### src/rtl/ahb_lite_pkg.sv
// Shared AHB-Lite encodings and the default-slave state type.
package ahb_lite_pkg;

    localparam logic [1:0] HTRANS_IDLE   = 2'b00;
    localparam logic [1:0] HTRANS_BUSY   = 2'b01;
    localparam logic [1:0] HTRANS_NONSEQ = 2'b10;
    localparam logic [1:0] HTRANS_SEQ    = 2'b11;

    localparam logic HRESP_OKAY  = 1'b0;
    localparam logic HRESP_ERROR = 1'b1;

    typedef enum logic [2:0] {
        IDLE,
        WAIT,
        ERR1,
        ERR2,
        OKAY
    } dslv_state_t;

endpackage

### src/rtl/default_slave_err_log.sv
// Fault log for the default slave: saturating count, last faulting address and
// direction, sticky valid flag and a one-cycle interrupt pulse.
module default_slave_err_log #(
    parameter int ADDR_WIDTH = 32,
    parameter int CNT_WIDTH  = 8
) (
    input  logic                  HCLK,
    input  logic                  HRESETN,
    input  logic                  log_en,
    input  logic                  clr,
    input  logic [ADDR_WIDTH-1:0] addr,
    input  logic                  write,
    output logic                  irq,
    output logic                  valid,
    output logic [CNT_WIDTH-1:0]  count,
    output logic [ADDR_WIDTH-1:0] last_addr,
    output logic                  last_write
);

    localparam logic [CNT_WIDTH-1:0] CNT_MAX = '1;

    logic                  r_irq;
    logic                  r_valid;
    logic [CNT_WIDTH-1:0]  r_count;
    logic [ADDR_WIDTH-1:0] r_addr;
    logic                  r_write;

    // A clear coinciding with a new error acts first, so the new error counts as one.
    always_ff @(posedge HCLK or posedge HRESETN) begin
        if (HRESETN) begin
            r_irq   <= 1'b0;
            r_valid <= 1'b0;
            r_count <= '0;
            r_addr  <= '0;
            r_write <= 1'b0;
        end else begin
            r_irq <= log_en;
            if (log_en) begin
                r_valid <= 1'b1;
                r_addr  <= addr;
                r_write <= write;
                if (clr) begin
                    r_count <= CNT_WIDTH'(1);
                end else if (r_count != CNT_MAX) begin
                    r_count <= r_count + 1'b1;
                end
            end else if (clr) begin
                r_valid <= 1'b0;
                r_count <= '0;
            end
        end
    end

    assign irq        = r_irq;
    assign valid      = r_valid;
    assign count      = r_count;
    assign last_addr  = r_addr;
    assign last_write = r_write;

endmodule

### src/rtl/ahb_lite_default_slave_v2.sv
// AHB-Lite default slave for unmapped space: optional wait states, then either a
// two-cycle ERROR or a RAZ/WI OKAY, with faulting transfers logged.
module ahb_lite_default_slave_v2
    import ahb_lite_pkg::*;
#(
    parameter int ADDR_WIDTH  = 32,
    parameter int DATA_WIDTH  = 32,
    parameter int WAIT_STATES = 0,
    parameter int ERROR_EN    = 1,
    parameter int CNT_WIDTH   = 8
) (
    input  logic                  HCLK,
    input  logic                  HRESETN,
    input  logic                  HSEL,
    input  logic [ADDR_WIDTH-1:0] HADDR,
    input  logic [1:0]            HTRANS,
    input  logic                  HWRITE,
    input  logic [2:0]            HSIZE,
    input  logic [2:0]            HBURST,
    input  logic [DATA_WIDTH-1:0] HWDATA,
    input  logic                  HREADY,
    output logic                  HREADYOUT,
    output logic                  HRESP,
    output logic [DATA_WIDTH-1:0] HRDATA,
    input  logic                  err_clr,
    output logic                  err_irq,
    output logic                  err_valid,
    output logic [CNT_WIDTH-1:0]  err_count,
    output logic [ADDR_WIDTH-1:0] err_addr,
    output logic                  err_write
);

    localparam int                 WCNT_W       = 4;
    localparam logic [WCNT_W-1:0]  WAIT_LOAD    = (WAIT_STATES > 0) ? WCNT_W'(WAIT_STATES - 1) : '0;
    localparam dslv_state_t        RESP_STATE   = (ERROR_EN != 0) ? ERR1 : OKAY;
    localparam dslv_state_t        ACCEPT_STATE = (WAIT_STATES > 0) ? WAIT : RESP_STATE;

    dslv_state_t       r_state;
    dslv_state_t       w_next;
    logic [WCNT_W-1:0] r_waitCnt;
    logic              w_loadWait;
    logic              w_accept;
    logic              w_logEn;
    logic              r_hreadyout;
    logic              r_hresp;
    logic              w_hreadyout;
    logic              w_hresp;
    logic [2:0]        r_hsize;
    logic              w_unused;

    assign w_accept = HSEL & HREADY & HTRANS[1];
    assign w_logEn  = w_accept && (ERROR_EN != 0);

    // Outputs are decoded from the next state so they are registered with it.
    always_ff @(posedge HCLK or posedge HRESETN) begin
        if (HRESETN) begin
            r_state     <= IDLE;
            r_waitCnt   <= '0;
            r_hreadyout <= 1'b1;
            r_hresp     <= HRESP_OKAY;
        end else begin
            r_state     <= w_next;
            r_hreadyout <= w_hreadyout;
            r_hresp     <= w_hresp;
            if (w_loadWait) begin
                r_waitCnt <= WAIT_LOAD;
            end else if (r_state == WAIT && r_waitCnt != '0) begin
                r_waitCnt <= r_waitCnt - 1'b1;
            end
        end
    end

    always_comb begin
        w_next     = r_state;
        w_loadWait = 1'b0;
        case (r_state)
            IDLE, ERR2, OKAY: begin
                if (w_accept) begin
                    w_next     = ACCEPT_STATE;
                    w_loadWait = (WAIT_STATES > 0);
                end else begin
                    w_next = IDLE;
                end
            end
            WAIT: begin
                if (r_waitCnt == '0) begin
                    w_next = RESP_STATE;
                end
            end
            ERR1:    w_next = ERR2;
            default: w_next = IDLE;
        endcase
    end

    always_comb begin
        w_hreadyout = 1'b1;
        w_hresp     = HRESP_OKAY;
        case (w_next)
            WAIT: w_hreadyout = 1'b0;
            ERR1: begin
                w_hreadyout = 1'b0;
                w_hresp     = HRESP_ERROR;
            end
            ERR2:    w_hresp = HRESP_ERROR;
            default: ;
        endcase
    end

    // Transfer size is kept only as address-phase context; nothing consumes it.
    always_ff @(posedge HCLK or posedge HRESETN) begin
        if (HRESETN) begin
            r_hsize <= '0;
        end else if (w_accept) begin
            r_hsize <= HSIZE;
        end
    end

    assign w_unused = ^{HBURST, HWDATA, HTRANS[0], r_hsize};

    assign HREADYOUT = r_hreadyout;
    assign HRESP     = r_hresp;
    assign HRDATA    = '0;

    default_slave_err_log #(
        .ADDR_WIDTH(ADDR_WIDTH),
        .CNT_WIDTH (CNT_WIDTH)
    ) u_errLog (
        .HCLK      (HCLK),
        .HRESETN   (HRESETN),
        .log_en    (w_logEn),
        .clr       (err_clr),
        .addr      (HADDR),
        .write     (HWRITE),
        .irq       (err_irq),
        .valid     (err_valid),
        .count     (err_count),
        .last_addr (err_addr),
        .last_write(err_write)
    );

endmodule

### config.mk
export PLATFORM = sky130hd
export DESIGN_NAME = ahb_lite_default_slave_v2
export DESIGN_NICKNAME = d
export VERILOG_FILES = /design/src/rtl/ahb_lite_pkg.sv /design/src/rtl/default_slave_err_log.sv /design/src/rtl/ahb_lite_default_slave_v2.sv
export SDC_FILE = /design/constraint.sdc
export NUM_CORES = 1
export LEC_CHECK = 0
export CAP_MARGIN = 20
export CELL_PAD_IN_SITES_DETAIL_PLACEMENT = 2
export CELL_PAD_IN_SITES_GLOBAL_PLACEMENT = 2
export CORE_UTILIZATION = 21
export DETAILED_ROUTE_END_ITERATION = 7
export MAX_ROUTING_LAYER = met4
export PLACE_DENSITY = 0.87
export SLEW_MARGIN = 10
export SYNTH_ARGS = -nofsm -noshare
export SYNTH_HDL_FRONTEND = slang
export SYNTH_SLANG_ARGS = --single-unit
### constraint.sdc
create_clock -name HCLK -period 5.15 [get_ports HCLK]
set_clock_uncertainty 0.2 [all_clocks]
set_input_delay 1.03 -clock HCLK [delete_from_list [all_inputs] [get_ports HCLK]]
set_output_delay 1.03 -clock HCLK [all_outputs]
set_load 0.03 [all_outputs]
==> out/summary.log, run 1 <==
[setup_path] largest driver fanout on the critical path 9
[clock_network] later-pin clock latency in the skew report 0.29 ns
[run_status] status finished clean
[floorplanning] number of rows in the core area 39
[setup_path] startpoint type of the worst setup path flip-flop
[sta] final critical delay including setup and external delays 2.80 ns
[sta] final-report max-slew violation count 0
[logic_synthesis] post-synth top area share 52.3%
[pwr] cell leakage power 1.60 nW
[pwr] total power after layout 1.15 mW
[setup_path] cell chain of the critical path clkdlybuf4s50_1
[logic_synthesis] Post-Synthesis Mean Instance Area 9.22 um^2
[logic_synthesis] post-synthesis instance total 265
[clock_network] H-tree depth 2
[logic_synthesis] leading post-synthesis cells by instance count nand2_1 (103), dfrtp_1 (51), buf_4 (32), a21oi_1 (8), inv_1 (7)
[setup_path] worst-path cell with the longest stage delay clkdlybuf4s50_1
[drt] TritonRoute pass-1 iters 4
[drt] met2 WL 3620 um
[global_routing] remaining global-route overflow 0
[cells_and_area] share of post-route cells with drive strength above 1 4.58%
[pwr] power per standard cell area 333 nW/um^2
[setup_path] top cell family by delay on the critical path buffers and inverters
[cells_and_area] final antenna diode count 0
[sta] post-route setup TNS 0 ns
[floorplanning] area enclosed by the die boundary 12,100 um^2
[min_path] classification of the worst-slack hold path flip-flop to flip-flop
[logic_synthesis] number of flops mapped to enable cells by yosys 0
[sta] upper clock frequency limit 357 MHz
[floorplanning] Die Height 110 um
[drt] via count 2,023
[setup_path] critical path's largest stage delay 0.74 ns
[drt] met1 WL 2980 um
[clock_network] setup repair bufs after CTS 0
[cells_and_area] Final #Nets 428
[logic_synthesis] netlist area before placement 2440 um^2
[setup_path] critical path class flip-flop to output port
[sta] period utilisation layout 54.4%
[setup_path] number of buffers and inverters on the critical path 1
[job] max cap viols 0
[drt] highest metal layer used by the detailed router met4
[drt] routed vias/inst 4.11
[place] final weighted congestion in routability-driven placement 0.706
[setup_path] crit path capture type output port
[logic_synthesis] Synth Flop Type dfrtp_1
[clock_network] CTS max path bufs 2
[sta] Setup violations, final 0
[setup_path] Data arrival, critical path 1.57 ns
[sta] RSZ-0062 raised after global routing no
[drt] ANT nets after route 0
[setup_path] required time at the endpoint of the critical path 3.92 ns
[logic_synthesis] warning count from the yosys run 0
[sta] Slew Limit Headroom 53.1%
[clock_network] CTS Root Cell clkbuf_16
[drt] total wirelength of the detailed-routed design 6980 um
[place] half-perimeter wire length after detailed placement 5000 um
[cells_and_area] synthesis-to-finish area growth 41.1%
[drt] routed length per instance 14.2 um
[clock_network] clock tree sinks 52
[clock_network] cts bufs inserted 5
[global_routing] number of global-route vias before repair 2,187
[logic_synthesis] dominant cell by count in the synthesized netlist nand2_1
[floorplanning] I/O Pins 155
[pwr] VDD IR-drop max 0.000133 V
[global_routing] initial antenna violation count 0
[floorplanning] Floorplan Core Area 11,400 um^2
[drt] count of unresolved DRC violations after routing 0
[clock_network] TritonCTS clock tree built
[global_routing] global-route wire length before repair 10,800 um
[clock_network] post-cts sizing count 0
[drt] routed wl met3 348 um
[floorplanning] initial core utilization 21.5%
[logic_synthesis] dominant cells by area after synthesis dfrtp_1 (52%), nand2_1 (16%), buf_4 (9.8%)
[sta] worst hold slack across all endpoints 0.280 ns
[drt] First DRT Iteration DRCs 41
[place] Buffers on Ports 83
[sta] Worst Tran Pin Value 0.703 ns
[logic_synthesis] unique cell type count in the Yosys netlist 38
[clock_network] clock transition at the register clock pins on the worst setup and hold paths after CTS 0.07 ns
[global_routing] pin count of the biggest net entering global routing 53
[logic_synthesis] register area share after synthesis 53.3%
[logic_synthesis] number of flip-flops and latches in the synthesized netlist 52
[floorplanning] die extent in x 110 um
[sta] Hold Fails Final Rpt 0
[clock_network] count of hold buffers inserted by post-cts repair 0
[global_routing] overall routing resource usage 12.0%
[logic_synthesis] Async S/R FF share, synth 100%
[logic_synthesis] Yosys top cell by area dfrtp_1
[metal layers]
| metal | vias up | GRT usage (%) |
|---|---|---|
| met5 | - | - |
| met4 | 0 | 3.81 |
| met3 | 2 | 2.73 |
| met2 | 63 | 21.2 |
| met1 | 1007 | 13.5 |
| li1 | 951 | - |
[stage by stage]
step           area [um^2]  cells  setup WS, ns  util [%]
6_report              3450    492          2.35      30.3
5_1_grt               3450    492          2.30      30.3
4_1_cts               3450    492          2.34      30.3
3_5_place_dp          3300    484          2.24      29.0
3_3_place_gp          3300    484          2.33      29.0
2_1_floorplan         2560    297          2.66         -
[registers in the layout, summed over array words and instances (netlist names)]
register and count:
u_errLog.valid 1, u_errLog.count 8, u_errLog.last_write 1, HREADYOUT 1
u_errLog.irq 1, r_state 3, HRESP 1, u_errLog.last_addr 32
r_waitCnt 4
[area by class of cell]
cell class / count / area [um^2]
Multi-Input combinational cell: 196 / 941
Clock buffer: 6 / 129
Timing Repair Buffer: 86 / 853
Inverter: 7 / 26.3
Fill cell: 1318 / 7920
Tap cell: 143 / 179
Sequential cell: 52 / 1300
Clock inverter: 2 / 16.3
[worst register-to-register path, stage by stage, from the launching register on]
cell	delay, ns
dfrtp_1	0.45
ha_1	0.31
and3_1	0.25
a211oi_2	0.24
mux2_1	0.34
[cell families (layout without fill, tap and decap cells)]
logic type / after synthesis / count (layout) / share of synthesized area (%)
muxes: 6 / 6 / 2.61
other: 1 / 33 / 0.154
and+or+nand+nor: 132 / 132 / 23.1
xor gates and xnor gates: 2 / 2 / 0.717
buffers and inverters: 49 / 101 / 13.1
adders and majority gates: 2 / 2 / 1.02
AOI/OAI and AO/OA: 21 / 21 / 5.99
DFF: 52 / 52 / 53.3
[report_power, final]
| group | internal, mW | switching (mW) | leakage, nW |
|---|---|---|---|
| combinational | 0.127 | 0.198 | 0.869 |
| clock | 0.182 | 0.154 | 0.0671 |
| sequential | 0.457 | 0.0312 | 0.666 |
| total | 0.766 | 0.383 | 1.60 |
[worst paths after layout]
check / from / endpoint / slack (ns) / depth (start not counted)
max in group asynchronous: HRESETN / u_errLog.last_addr[14]$_DFFE_PP0P_ / 3.21 / 3
min in group asynchronous: HRESETN / u_errLog.last_addr[28]$_DFFE_PP0P_ / 1.09 / 3
min reg2reg: u_errLog.last_addr[23]$_DFFE_PP0P_ / u_errLog.last_addr[23]$_DFFE_PP0P_ / 0.28 / 2
max: u_errLog.count[2]$_DFFE_PP0P_ / err_count[2] / 2.35 / 1
min: u_errLog.last_addr[23]$_DFFE_PP0P_ / u_errLog.last_addr[23]$_DFFE_PP0P_ / 0.28 / 2
max reg2reg: u_errLog.count[0]$_DFFE_PP0P_ / u_errLog.count[3]$_DFFE_PP0P_ / 3.25 / 4
[cell usage in the layout, fill, tap and decap left out, drive strengths merged]
master	synthesis	layout
nand2	104	104
clkdlybuf4s50	0	83
dfrtp	51	51
conb	1	33
a21oi	8	8
inv	7	7
clkbuf	2	6
nor2b	5	5
nor3	4	4
a211oi	4	4
nand3	3	3
nand4	3	3
mux2i	3	3
nor2	3	3
buf	40	3
mux2	3	3
nor4	2	2
and3	2	2
xnor2	2	2
nand2b	2	2
o22ai	2	2
a41oi	2	2
ha	2	2
nor3b	2	2
dfstp	1	1
o21ai	1	1
and4	1	1
o41a	1	1
or3b	1	1
a32oi	1	1
a2111oi	1	1
o21a	1	1
clkinv	0	1
clkinvlp	0	1
Power figures use the tool's default switching activity.
==> inputs of run 2 (changes only) <==
Settings changed: CORE_UTILIZATION 21 to 19, PLACE_DENSITY 0.87 to 0.8.
Clock period 5.15 ns to 2.81 ns, I/O delays scaled along.
==> run 2 against run 1 <==
Worst setup slack got worse by 1.9 ns. Non-clock buffer count increased by 3. Global-route usage down 0.80 points. First-iteration DRC count up 51%. Sequential power increased by 83%. Cell count rose by 6.5%. Die area increased by 10%. Via count about the same. Critical path depth stayed put.
==> out/summary.log, run 2 (synthesis results as in run 1) <==
[run_status] status finished clean
[place] Buffers on Ports 83 [unchanged]
[clock_network] cts bufs inserted 5 [unchanged]
[drt] highest metal layer used by the detailed router met4
[clock_network] later-pin clock latency in the skew report 0.29 ns [about the same]
[floorplanning] I/O Pins 155 [unchanged]
[setup_path] critical path class flip-flop to output port
[pwr] register share of total power 42.1% [-0.4 points]
[drt] count of unresolved DRC violations after routing 0 [unchanged]
[floorplanning] number of rows in the core area 41 [+5.1%]
[clock_network] clock tree sinks 52 [unchanged]
[clock_network] count of hold buffers inserted by post-cts repair 0 [unchanged]
[sta] final-report max-slew violation count 0 [unchanged]
[clock_network] post-cts sizing count 0 [unchanged]
[global_routing] number of global-route vias before repair 2,234 [+2.1%]
[sta] post-route setup TNS 0 ns [unchanged]
[place] Worst Setup Slack post-DPL 0.351 ns [-1.89 ns]
[pwr] power per standard cell area 605 nW/um^2 [+81%]
[setup_path] startpoint type of the worst setup path flip-flop
[global_routing] initial antenna violation count 0 [unchanged]
[setup_path] cell chain of the critical path clkdlybuf4s50_1
[min_path] classification of the worst-slack hold path flip-flop to flip-flop
[setup_path] largest driver fanout on the critical path 9 [unchanged]
[setup_path] startpoint of the worst-slack reg-to-reg timing path u_errLog.count[0]$_DFFE_PP0P_
[cells_and_area] Final #Nets 431 [+0.70%]
[cells_and_area] leading cell type in the layout, fill and taps excluded nand2_1
[drt] ANT nets after route 0 [unchanged]
[pwr] switching power as a share of total power 32.7% [-0.66 points]
[clock_network] H-tree depth 2 [unchanged]
[clock_network] setup repair bufs after CTS 0 [unchanged]
[drt] total wirelength of the detailed-routed design 7100 um [+1.7%]
[setup_path] crit path capture type output port
[pwr] share of power burned in combinational logic 28.3% [about the same]
[clock_network] clock transition at the register clock pins on the worst setup and hold paths after CTS 0.07 ns [about the same]
[pwr] sw power 0.695 mW [+81%]
[cells_and_area] max FFs per register 32 [unchanged]
[pwr] cell leakage power 1.62 nW [+1.1%]
[drt] met1 WL 2930 um [-1.6%]
[floorplanning] initial core utilization 19.4% [-2.0 points]
[pwr] power share of the clock group 29.6% [+0.4 points]
[cells_and_area] synthesis-to-finish area growth 43.8%
[global_routing] remaining global-route overflow 0 [unchanged]
[drt] TritonRoute pass-1 iters 4 [unchanged]
[clock_network] CTS Root Cell clkbuf_16
[sta] Worst Tran Pin Value 0.564 ns [-0.138 ns]
[cells_and_area] share of post-route cells with drive strength above 1 5.40% [+0.81 points]
[sta] setup ws final 0.473 ns [-1.88 ns]
[drt] First DRT Iteration DRCs 62 [+51%]
[drt] met2 WL 3840 um [+6.2%]
[global_routing] overall routing resource usage 11.2% [-0.80 points]
[setup_path] critical path capture point err_count[3]
[setup_path] count of cells along the worst register-to-register path 4 [unchanged]
[sta] Slew Limit Headroom 61.4% [+8.3 points]
[setup_path] cell count along the critical path 1 [unchanged]
[floorplanning] Die Height 115 um [+5.0%]
[job] max cap viols 0 [unchanged]
[place] half-perimeter wire length after detailed placement 5470 um [+9.4%]
[setup_path] required time at the endpoint of the critical path 2.05 ns [-1.87 ns]
[setup_path] worst-path cell with the longest stage delay clkdlybuf4s50_1
[cells_and_area] final antenna diode count 0 [unchanged]
[setup_path] critical path's largest stage delay 0.76 ns [+0.02 ns]
[clock_network] CTS max path bufs 2 [unchanged]
[setup_path] endpoint of the most critical register-to-register path u_errLog.count[3]$_DFFE_PP0P_
[drt] routed length per instance 13.5 um [-4.5%]
[setup_path] beginning of the critical path u_errLog.count[3]$_DFFE_PP0P_
[place] final weighted congestion in routability-driven placement 0.733 [+3.8%]
[floorplanning] Floorplan Core Area 12,600 um^2 [+11%]
[global_routing] pin count of the biggest net entering global routing 26 [-51%]
[sta] final critical delay including setup and external delays 2.34 ns
[drt] via count 2,024 [+0.049%]
[pwr] VDD IR-drop max 0.000224 V [+68%]
[sta] RSZ-0062 raised after global routing no
[cells_and_area] most frequent cells in the layout nand2_1 (103), clkdlybuf4s50_1 (83), dfrtp_1 (51)
[sta] worst hold slack across all endpoints 0.280 ns [-0.000178 ns]
[setup_path] number of buffers and inverters on the critical path 1 [unchanged]
[setup_path] top cell family by delay on the critical path buffers and inverters
[sta] upper clock frequency limit 428 MHz
[setup_path] slack of the worst reg-to-reg path 0.90 ns [-2.35 ns]
[drt] routed wl met3 260 um [-25%]
[pwr] internal power component 1.43 mW [+87%]
[floorplanning] area enclosed by the die boundary 13,300 um^2 [+10%]
[floorplanning] die extent in x 115 um [+5.0%]
[clock_network] TritonCTS clock tree built
[global_routing] global-route wire length before repair 11,200 um [+3.3%]
[sta] period utilisation layout 83.2%
[drt] routed vias/inst 3.86 [-6.1%]
[setup_path] Data arrival, critical path 1.57 ns [about the same]
[sta] Setup violations, final 0 [unchanged]
[sta] Hold Fails Final Rpt 0 [unchanged]
==> run 2: worst min path at each step <==
| stage | start | end | slack [ns] | cells past startpoint |
|---|---|---|---|---|
| final | u_errLog.last_addr[14]$_DFFE_PP0P_ | u_errLog.last_addr[14]$_DFFE_PP0P_ | 0.28 | 2 |
| after global routing | u_errLog.last_addr[31]$_DFFE_PP0P_ | u_errLog.last_addr[31]$_DFFE_PP0P_ | 0.31 | 2 |
| after CTS | u_errLog.last_addr[25]$_DFFE_PP0P_ | u_errLog.last_addr[25]$_DFFE_PP0P_ | 0.28 | 2 |
| after detailed placement | u_errLog.last_addr[25]$_DFFE_PP0P_ | u_errLog.last_addr[25]$_DFFE_PP0P_ | 0.27 | 2 |
| after global placement | u_errLog.last_addr[8]$_DFFE_PP0P_ | u_errLog.last_addr[8]$_DFFE_PP0P_ | 0.26 | 2 |
| after floorplan | r_waitCnt[0]$_DFFE_PP0P_ | r_waitCnt[0]$_DFFE_PP0P_ | 0.27 | 1 |
==> run 2: area by class of cell <==
class                   instances  area, um^2
well taps                     172         215
repair buffers                 89         876
fillers                      1444        9060
flip-flops and latches         52        1300
multi-input cells             196         941
inverters                       7        26.3
clock inverters                 1        7.51
clock buffers                   7         143
==> run 2: worst reg2reg max path: stages (launching register included) <==
cell,delay [ns]
dfrtp_1,0.47
ha_1,0.31
and3_1,0.25
a211oi_2,0.23
mux2_1,0.34
==> run 2: routing by layer <==
layer	vias to the layer above	GRT usage, %
met5	-	-
li1	954	-
met1	1004	12.4
met2	61	21.0
met3	5	1.58
met4	0	2.86
==> run 2: power by group through the flow <==
stage	registers (mW)	logic, mW	clock network [mW]
after floorplan	1.07	0.197	0
after global placement	0.903	0.594	0
after detailed placement	0.910	0.609	0
after CTS	0.896	0.611	0.656
after global routing	0.907	0.641	0.689
final	0.894	0.600	0.629
==> run 2: through the flow <==
stage,util (%),area (um^2),total power [mW],std cells
2_1_floorplan,-,2560,1.27,297
3_3_place_gp,26.7,3360,1.50,516
3_5_place_dp,26.7,3360,1.52,516
4_1_cts,27.9,3510,2.16,524
5_1_grt,27.9,3510,2.24,524
6_report,27.9,3510,2.12,524
==> inputs of run 3 (changes only) <==
Clock period 2.81 ns to 2.2 ns, I/O delays scaled along.
==> run 3 against run 2 <==
Utilization increased by 0.49 points. Non-clock buffer count is 4 higher. Critical path depth is the same. Via count is 3.0% higher. Combinational power increased by 29%. Clock-buffer cell count fell by 2. Worst hold slack better by 0.0042 ns. Die area unchanged. Clock power rose by 44%. Cell count rose by 0.76%.
==> out/summary.log, run 3 (synthesis results as in run 1) <==
[sta] Hold Fails Final Rpt 0 [unchanged]
[sta] final-report max-slew violation count 0 [unchanged]
[sta] period utilisation layout 96.8%
[sta] RSZ-0062 raised after global routing no
[setup_path] cell count along the critical path 1 [unchanged]
[job] max cap viols 0 [unchanged]
[floorplanning] I/O Pins 155 [unchanged]
[cells_and_area] most frequent cells in the layout nand2_1 (103), clkdlybuf4s50_1 (81), dfrtp_1 (51)
[cells_and_area] share of post-route cells with drive strength above 1 6.74% [+1.3 points]
[drt] ANT nets after route 0 [unchanged]
[clock_network] CTS max path bufs 2 [unchanged]
[cells_and_area] FILL cells 1,447 [+0.21%]
[drt] count of unresolved DRC violations after routing 0 [unchanged]
[setup_path] startpoint type of the worst setup path flip-flop
[place] final weighted congestion in routability-driven placement 0.721 [-1.7%]
[cells_and_area] area of the multi-input gates 941 um^2 [unchanged]
[cells_and_area] leading cell type in the layout, fill and taps excluded nand2_1
[drt] via count 2,084 [+3.0%]
[sta] Setup violations, final 0 [unchanged]
[clock_network] later-pin clock latency in the skew report 0.29 ns [about the same]
[sta] final critical delay including setup and external delays 2.13 ns
[cells_and_area] max FFs per register 32 [unchanged]
[cells_and_area] combined flip-flop and latch cell area 1300 um^2 [unchanged]
[setup_path] number of buffers and inverters on the critical path 1 [unchanged]
[run_status] status finished clean
[pwr] power per standard cell area 790 nW/um^2 [+31%]
[setup_path] beginning of the critical path HREADYOUT$_DFF_PP1_
[floorplanning] number of rows in the core area 41 [unchanged]
[setup_path] cell chain of the critical path clkdlybuf4s50_1
[clock_network] H-tree depth 2 [unchanged]
[clock_network] clock transition at the register clock pins on the worst setup and hold paths after CTS 0.07 ns [about the same]
[setup_path] startpoint of the worst-slack reg-to-reg timing path u_errLog.count[0]$_DFFE_PP0P_
[setup_path] Data arrival, critical path 1.49 ns [-0.08 ns]
[setup_path] critical path's largest stage delay 0.69 ns [-0.07 ns]
[drt] total wirelength of the detailed-routed design 7050 um [-0.65%]
[global_routing] initial antenna violation count 0 [unchanged]
[setup_path] largest driver fanout on the critical path 1 [-8]
[drt] TritonRoute pass-1 iters 4 [unchanged]
[clock_network] clock tree sinks 52 [unchanged]
[pwr] total power after layout 2.82 mW [+33%]
[sta] upper clock frequency limit 469 MHz
[cells_and_area] Design Area, Final 3570 um^2 [+1.7%]
[setup_path] endpoint of the most critical register-to-register path u_errLog.count[3]$_DFFE_PP0P_
[global_routing] pin count of the biggest net entering global routing 32 [+23%]
[setup_path] crit path capture type output port
[drt] First DRT Iteration DRCs 42 [-32%]
[setup_path] slack of the worst reg-to-reg path 0.30 ns [-0.60 ns]
[global_routing] number of global-route vias before repair 2,230 [-0.18%]
[setup_path] top cell family by delay on the critical path buffers and inverters
[min_path] classification of the worst-slack hold path flip-flop to flip-flop
[setup_path] count of cells along the worst register-to-register path 4 [unchanged]
[pwr] cell leakage power 1.66 nW [+2.6%]
[clock_network] CTS Root Cell clkbuf_16
[cells_and_area] Final #Nets 435 [+0.93%]
[floorplanning] die extent in x 115 um [unchanged]
[cells_and_area] synthesis-to-finish area growth 46.3%
[pwr] VDD IR-drop max 0.000304 V [+35%]
[cells_and_area] final antenna diode count 0 [unchanged]
[clock_network] cts bufs inserted 5 [unchanged]
[drt] routed vias/inst 3.95 [+2.2%]
[setup_path] required time at the endpoint of the critical path 1.56 ns [-0.49 ns]
[place] post-place instance area 3400 um^2 [+1.3%]
[global_routing] global-route wire length before repair 11,000 um [-1.8%]
[clock_network] setup repair bufs after CTS 0 [unchanged]
[drt] routed length per instance 13.4 um [-1.4%]
[global_routing] overall routing resource usage 11.0% [-0.28 points]
[global_routing] remaining global-route overflow 0 [unchanged]
[floorplanning] Floorplan Core Area 12,600 um^2 [unchanged]
[clock_network] TritonCTS clock tree built
[setup_path] worst-path cell with the longest stage delay clkdlybuf4s50_1
[setup_path] critical path capture point HREADYOUT
[floorplanning] initial core utilization 19.4% [unchanged]
[floorplanning] area enclosed by the die boundary 13,300 um^2 [unchanged]
[floorplanning] Die Height 115 um [unchanged]
[place] Buffers on Ports 83 [unchanged]
[place] half-perimeter wire length after detailed placement 5440 um [-0.59%]
[setup_path] critical path class flip-flop to output port
run 3: power breakdown:
group | switching, mW | total [mW] | leakage [nW] | internal [mW]
Sequential | 0.0740 | 1.14 | 0.666 | 1.07
Combinational | 0.468 | 0.774 | 0.916 | 0.306
Clock | 0.361 | 0.903 | 0.0804 | 0.541
Total | 0.903 | 2.82 | 1.66 | 1.92
run 3: routing by layer:
layer  global-route usage [%]  up-vias  wire length [um]
met4                     2.86        0                47
met5                        -        -                 0
li1                         -      966                 -
met3                     1.74        2               306
met1                     12.0     1053              2850
met2                     20.4       63              3850
run 3: tightest hold or removal path, delay by kind of cell (launching register included):
| family | cells | cell delay, ns |
|---|---|---|
| DFF | 1 | 0.35 |
| and+or+nand+nor | 2 | 0.11 |
run 3: per-stage QoR:
stage	setup TNS (ns)	cells	util, %	setup WS (ns)	hold WS, ns
4_1_cts	0	528	28.4	0.0578	0.290
3_5_place_dp	-0.0563	520	27.1	-0.0319	0.270
3_3_place_gp	-0.00513	520	27.1	-0.00513	0.259
5_1_grt	0	528	28.4	0.0342	0.308
6_report	0	528	28.4	0.0697	0.285
2_1_floorplan	0	297	-	0.304	0.269
run 3: layout make-up:
cell class,count,share of cell area (%)
inverters,7,0.736
repair buffers,93,25.6
clock buffers,5,3.50
multi-input cells,196,26.3
well taps,172,6.02
clock inverters,3,1.30
flip-flops and latches,52,36.5
run 3: what timing repair did:
action,4_1_cts,5_1_grt
setup endpoints to repair,2,0
hold buffers,0,0
gates resized for setup,2,0
run 3: worst min path at each step:
| stage | endpoint | cells after the start | slack (ns) | from |
|---|---|---|---|---|
| finish | u_errLog.last_addr[20]$_DFFE_PP0P_ | 2 | 0.28 | u_errLog.last_addr[20]$_DFFE_PP0P_ |
| detailed placement | u_errLog.last_addr[11]$_DFFE_PP0P_ | 2 | 0.27 | u_errLog.last_addr[11]$_DFFE_PP0P_ |
| floorplan | r_waitCnt[0]$_DFFE_PP0P_ | 1 | 0.27 | r_waitCnt[0]$_DFFE_PP0P_ |
| global route | u_errLog.last_addr[11]$_DFFE_PP0P_ | 2 | 0.31 | u_errLog.last_addr[11]$_DFFE_PP0P_ |
| global placement | u_errLog.last_addr[23]$_DFFE_PP0P_ | 2 | 0.26 | u_errLog.last_addr[23]$_DFFE_PP0P_ |
| CTS | u_errLog.last_addr[11]$_DFFE_PP0P_ | 2 | 0.29 | u_errLog.last_addr[11]$_DFFE_PP0P_ |
